`config.mk`:
```
export PLATFORM = sky130hd
export DESIGN_NAME = regfile_wb_arbiter_flat
export DESIGN_NICKNAME = d
export VERILOG_FILES = /design/src/rtl/regfile_wb_arbiter_pkg.sv /design/src/rtl/regfile_wb_arbiter_if.sv /design/src/rtl/regfile_wb_arbiter.sv /design/src/flat_wrapper.sv
export SDC_FILE = /design/constraint.sdc
export NUM_CORES = 1
export LEC_CHECK = 0
export CORE_AREA = 3 3 66 68
export DETAILED_ROUTE_END_ITERATION = 16
export DIE_AREA = 0 0 69 71
export PLACE_DENSITY_LB_ADDON = 0.05
export SYNTH_ARGS = -nofsm -noshare
export SYNTH_HDL_FRONTEND = slang
export SYNTH_SLANG_ARGS = --single-unit
```
`constraint.sdc`:
```
create_clock -name clk -period 3.9 [get_ports clk]
set_input_delay 0.78 -clock clk [delete_from_list [all_inputs] [get_ports clk]]
set_output_delay 0.78 -clock clk [all_outputs]
set_load 0.02 [all_outputs]
```
`src/rtl/regfile_wb_arbiter_pkg.sv`:
```
// Shared types and sizes for the register-file write-port controller.
// Holds the port word used by the grant mux and the controller state enum.
package regfile_pkg;

   localparam int XLEN  = 32;
   localparam int AW    = 5;
   localparam int NREGS = 32;
   localparam int WCW   = 4;

   typedef enum logic {INIT, RUN} wb_state_t;

   typedef struct packed {
      logic            we;
      logic [AW-1:0]   wa;
      logic [XLEN-1:0] wd;
   } rf_wr_t;

   // An idle port carries all zeros so the register file never sees X.
   function automatic rf_wr_t cleanPort(input rf_wr_t w);
      return w.we ? w : '0;
   endfunction

endpackage

```
`src/rtl/regfile_wb_arbiter_if.sv`:
```
// Bundle of the core writeback, aux handshake and register-file write port.
// The master side is the requesters plus regFile; the slave side is the arbiter.
interface regfile_wb_arbiter_if #(
   parameter int XLEN = regfile_pkg::XLEN,
   parameter int AW   = regfile_pkg::AW
);
   logic            core_we;
   logic [AW-1:0]   core_wa;
   logic [XLEN-1:0] core_wd;
   logic            core_stall;
   logic            aux_valid;
   logic [AW-1:0]   aux_wa;
   logic [XLEN-1:0] aux_wd;
   logic            aux_ready;
   logic            init_busy;
   logic            WE3;
   logic [AW-1:0]   WA3;
   logic [XLEN-1:0] WD3;

   modport master (
      output core_we, core_wa, core_wd, aux_valid, aux_wa, aux_wd,
      input  core_stall, aux_ready, init_busy, WE3, WA3, WD3
   );

   modport slave (
      input  core_we, core_wa, core_wd, aux_valid, aux_wa, aux_wd,
      output core_stall, aux_ready, init_busy, WE3, WA3, WD3
   );
endinterface

```
`src/rtl/regfile_wb_arbiter.sv`:
```
// Write-port controller: zeroes x1..x31 after reset, then shares WE3/WA3/WD3
// between the core writeback (priority) and an aux requester with anti-starvation.
module regfile_wb_arbiter
   import regfile_pkg::*;
#(
   parameter int MAX_WAIT = 4
) (
   input logic clk,
   input logic reset,
   regfile_wb_arbiter_if.slave bus
);

   wb_state_t      state_q, state_d;
   logic [AW-1:0]  init_cnt_q, init_cnt_d;
   logic [WCW-1:0] wait_cnt_q, wait_cnt_d;

   rf_wr_t coreWr, auxWr, sel, portWr;
   logic   coreEff, starve, stall, ready, busy;

   assign coreEff = bus.core_we && (bus.core_wa != '0);
   assign starve  = bus.aux_valid && (wait_cnt_q == WCW'(MAX_WAIT));
   assign coreWr  = '{we: coreEff, wa: bus.core_wa, wd: bus.core_wd};
   assign auxWr   = '{we: (bus.aux_wa != '0), wa: bus.aux_wa, wd: bus.aux_wd};

   always_ff @(posedge clk) begin
      if (reset) begin
         state_q    <= INIT;
         init_cnt_q <= AW'(1);
         wait_cnt_q <= '0;
      end else begin
         state_q    <= state_d;
         init_cnt_q <= init_cnt_d;
         wait_cnt_q <= wait_cnt_d;
      end
   end

   // While reset is high the defaults below are the forced reset outputs.
   always_comb begin
      state_d    = state_q;
      init_cnt_d = init_cnt_q;
      wait_cnt_d = wait_cnt_q;
      sel        = '0;
      stall      = 1'b1;
      ready      = 1'b0;
      busy       = 1'b1;
      if (!reset) begin
         case (state_q)
            INIT: begin
               sel.we     = 1'b1;
               sel.wa     = init_cnt_q;
               init_cnt_d = init_cnt_q + AW'(1);
               if (init_cnt_q == AW'(NREGS - 1)) begin
                  state_d = RUN;
               end
            end
            RUN: begin
               busy  = 1'b0;
               stall = 1'b0;
               if (starve) begin
                  // The core holds its inputs, so its dropped write returns next cycle.
                  stall = 1'b1;
                  ready = 1'b1;
                  sel   = auxWr;
               end else if (coreEff) begin
                  sel = coreWr;
               end else begin
                  ready = bus.aux_valid;
                  if (bus.aux_valid) begin
                     sel = auxWr;
                  end
               end
               if (bus.aux_valid && !ready) begin
                  wait_cnt_d = (wait_cnt_q == WCW'(MAX_WAIT)) ? wait_cnt_q
                                                              : wait_cnt_q + WCW'(1);
               end else begin
                  wait_cnt_d = '0;
               end
            end
         endcase
      end
   end

   assign portWr         = cleanPort(sel);
   assign bus.WE3        = portWr.we;
   assign bus.WA3        = portWr.wa;
   assign bus.WD3        = portWr.wd;
   assign bus.core_stall = stall;
   assign bus.aux_ready  = ready;
   assign bus.init_busy  = busy;

endmodule

```
`src/flat_wrapper.sv`:
```
// flat-port wrapper written by rule: the top's interface ports become plain ports
module regfile_wb_arbiter_flat import regfile_pkg::*;
#(
   parameter int MAX_WAIT = 4
)
  (clk, reset, bus_core_we, bus_core_wa, bus_core_wd, bus_aux_valid, bus_aux_wa, bus_aux_wd, bus_core_stall, bus_aux_ready, bus_init_busy, bus_WE3, bus_WA3, bus_WD3);
  regfile_wb_arbiter_if bus_i ();
  input logic clk;
  input logic reset;
  input wire logic [$bits(bus_i.core_we)-1:0] bus_core_we;
  input wire logic [$bits(bus_i.core_wa)-1:0] bus_core_wa;
  input wire logic [$bits(bus_i.core_wd)-1:0] bus_core_wd;
  input wire logic [$bits(bus_i.aux_valid)-1:0] bus_aux_valid;
  input wire logic [$bits(bus_i.aux_wa)-1:0] bus_aux_wa;
  input wire logic [$bits(bus_i.aux_wd)-1:0] bus_aux_wd;
  output wire logic [$bits(bus_i.core_stall)-1:0] bus_core_stall;
  output wire logic [$bits(bus_i.aux_ready)-1:0] bus_aux_ready;
  output wire logic [$bits(bus_i.init_busy)-1:0] bus_init_busy;
  output wire logic [$bits(bus_i.WE3)-1:0] bus_WE3;
  output wire logic [$bits(bus_i.WA3)-1:0] bus_WA3;
  output wire logic [$bits(bus_i.WD3)-1:0] bus_WD3;
  assign bus_i.core_we = bus_core_we;
  assign bus_i.core_wa = bus_core_wa;
  assign bus_i.core_wd = bus_core_wd;
  assign bus_i.aux_valid = bus_aux_valid;
  assign bus_i.aux_wa = bus_aux_wa;
  assign bus_i.aux_wd = bus_aux_wd;
  assign bus_core_stall = bus_i.core_stall;
  assign bus_aux_ready = bus_i.aux_ready;
  assign bus_init_busy = bus_i.init_busy;
  assign bus_WE3 = bus_i.WE3;
  assign bus_WA3 = bus_i.WA3;
  assign bus_WD3 = bus_i.WD3;
  regfile_wb_arbiter #(.MAX_WAIT(MAX_WAIT)) u_core (.clk(clk), .reset(reset), .bus(bus_i));
endmodule
```
==> metrics.md <==
| Metric | Value |
|---|---|
| Nature of the critical path endpoint | output pin |
| Fill cells | between 300 and 400 |
| Rows | 23 |
| Fin nets | between 300 and 400 |
| Vias per inst | approximately 5 |
| Fin. Hold Viols | 0 |
| Leak | roughly 1.5 nW |
| Mapped Cells | 196 |
| Reg2Reg Capture Point | u_core.wait_cnt_q[3] |
| Fin util | between 60% and 70% |
| Max_cap viols | 0 |
| Die Width | between 60 and 70 µm |
| Count leader, synth | a21oi_1 |
| Via count | 1816 |
| Total Power | between 300 and 400 µW |
| Initial Utilization | between 30% and 40% |
| Congestion Overflow GR | 0 |
| Post-Syn Nets | approximately 280 |
| Post-route insts no fill | 359 |
| Cell taking the most area after synthesis | dfxtp_1 |
| Final wirelength | 4980 µm |
| Critical path class | input port to output pin |
| Antenna violations before repair | 0 |
| Antenna viol nets, final | 0 |
| Fin worst setup slack | approximately 0.11 ns |
| Core area | 3910 µm² |
| Vias in the first global route | ~1700 |
| Largest net degree at the start of global routing | 33 |
| Cells after DPL | about 360 |
| Yosys reg bits | 10 |
| Total CTS buffers | 3 |
| CP arrival | around 3.0 ns |
| FMAX | 264 MHz |
| Worst r2r path cells | 8 |
| Worst-path fanout max | 17 |
| Clock sink count | 10 |
| Hold path depth | 2 |
| Clock skew | 0.000327 ns |
| Synth-to-Final Area Change | 115% |
| Max-slew headroom | roughly 80% |
| IR drop worst, VDD | around 0.34 mV |
| Async set-reset flop share out of synthesis | 0% |
| Post-synth EDFFs | 0 |
| Syn avg cell area | 6.12 µm² |
| Clk_lat worst skew | between 0.2 and 0.25 ns |
| First DRT Iteration DRCs | 61 |
| Post-DP HPWL | between 3000 and 4000 µm |
| Mapped cell area | 1200 µm² |
| Worst r2r src | u_core.wait_cnt_q[0] |
| RePlAce Congestion | roughly 0.81 |
| YS warnings | 0 |
| DR pass1 iterations | 6 |
| Crit start category | input port |
| Hold Path Class | register to register |
| Htree depth | 1 |
| Hold endpoint | u_core.wait_cnt_q[0] |
| Final Setup Violations | 0 |
| # DRC | 0 |
| Worst slew pin tran | about 0.31 ns |
| Die H | between 70 and 80 µm |
| Synth area leaders | dfxtp_1, a21oi_1, nand3_1 |
| Crit path cell chain | clkdlybuf4s50_1 > or4_4 > o211ai_4 > buf_6 > a31o_2 > inv_1 > clkdlybuf4s50_1 |
| Crit-path slowest cell | or4_4 |
| Commonest cells in the netlist | a21oi_1, nand2_1, nand3_1 |
| Final count of pins violating max slew | 0 |
| WP data required | between 3 and 4 ns |
| Seq/Total Area, Yosys | between 10% and 20% |
| Clock transition at path regs | roughly 0.050 ns |
| RSZ-0062 raised after global routing | no |
| HP Start | u_core.wait_cnt_q[0] |
| Fin crit period | 3.79 ns |
| Hold Slack | between 0.5 and 0.6 ns |
| Flop2flop setup slack | between 2 and 2.5 ns |
| Delay of the slowest critical-path stage | 0.57 ns |
| DIE AREA | 4900 µm² |
| Global-route wire length before repair | 7940 µm |
| Number of top-level pins | ~120 |
| Routed WL per cell | around 14 µm |
| Gr usage total | 19.0% |
| Cell Pwr Density | 153 nW/µm² |
| Port bufs | 118 |
| N_diodes | 0 |
| CTS tree | built |
| Fin crit share | a little over nine tenths |
| Main synth FF type | dfxtp_1 |
| Crit-path most repeated cell | clkdlybuf4s50_1 |
| Post-Place Worst Slack | -0.0386 ns |
| Top-area cell type share of the netlist area | around 17% |
| Root Buffer | clkbuf_8 |
| Layout cell share with drive strength beyond 1 | 5.83% |
| Cell variety after synth | 31 |
| Status | completed |
| Bufs on Longest Clock Path | 2 |
==> worst max-delay path: cells and delay by family <==
family / cells / cell delay, ns
compound gates: 2 / 0.45
buf+inv: 4 / 1.21
simple gates: 1 / 0.57
==> cell families (layout without fill, tap and decap cells) <==
kind of cell,count (synthesis),in the layout,synth area share [%]
compound gates,53,53,25.4
xor+xnor,3,3,2.19
fa+ha+maj,4,4,4.18
buf+inv,24,137,9.50
flops,10,10,16.7
mux,2,2,1.67
simple gates,100,100,40.4
==> layout by cell type (no fill, tap or decap), drive strengths merged, types with 4 or more instances in the layout <==
master	instances
inv	4
buf	11
clkdlybuf4s50	81
dlymetal6s2s	28
clkbuf	4
dlygate4sd2	9
nand2	36
nor2b	9
a21oi	39
a31oi	5
dfxtp	10
nand4	7
nor2	7
ha	4
nand3	33
==> sequential cells by signal, indices dropped and copies added, names as in the netlist <==
signal	cells
u_core.init_cnt_q	5
u_core.wait_cnt_q	4
u_core.state_q	1
==> stage by stage <==
step	instance area, µm²	setup TNS [ns]
after floorplan	1200	0
after global placement	2450	-0.0252
after detailed placement	2450	-0.123
after CTS	2500	0
after global routing	2580	0
final	2580	0
==> where the power goes <==
| group | switching (mW) | total, mW | internal [mW] |
|---|---|---|---|
| sequential | 0.00390 | 0.111 | 0.107 |
| combinational | 0.0586 | 0.158 | 0.0990 |
| clock | 0.0387 | 0.127 | 0.0886 |
| total | 0.101 | 0.396 | 0.294 |
==> metal layers <==
| layer | wire (µm) | up-vias | GRT usage (%) |
|---|---|---|---|
| li1 | - | 925 | - |
| met3 | 448 | 2 | 5.40 |
| met4 | 8 | 0 | 1.52 |
| met2 | 2400 | 82 | 32.2 |
| met5 | 0 | - | 0 |
| met1 | 2120 | 807 | 25.1 |
==> worst max-delay path by stage <==
stage                   startpoint          end  slack (ns)  cells after the start
floorplan           bus_core_wa[0]  bus_WD3[23]        0.89                      6
global placement    bus_core_wa[0]   bus_WA3[4]       -0.03                      7
detailed placement  bus_core_wa[0]   bus_WA3[4]       -0.04                      7
CTS                 bus_core_wa[0]   bus_WD3[8]       0.004                      7
global route        bus_core_wa[0]      bus_WE3       0.007                      7
finish              bus_core_wa[0]      bus_WE3        0.11                      7
==> what timing repair did <==
item                       4_1_cts  5_1_grt
pin swaps                        0        0
cloned                           0        0
setup buffers                    0        0
setup endpoints to repair       16       29
gates resized for setup         10       29
hold buffers                     0        0
==> area by class of cell <==
| type | instances | area (µm²) | share of cell area [%] |
|---|---|---|---|
| inverter | 4 | 15.0 | 0.583 |
| sequential | 10 | 200 | 7.77 |
| tap | 50 | 62.6 | 2.43 |
| timing repair buffer | 129 | 1350 | 52.4 |
| clock buffer | 4 | 55.1 | 2.14 |
| multi-input combinational | 162 | 893 | 34.7 |
Note: power is estimated with default switching activity, not from simulation.
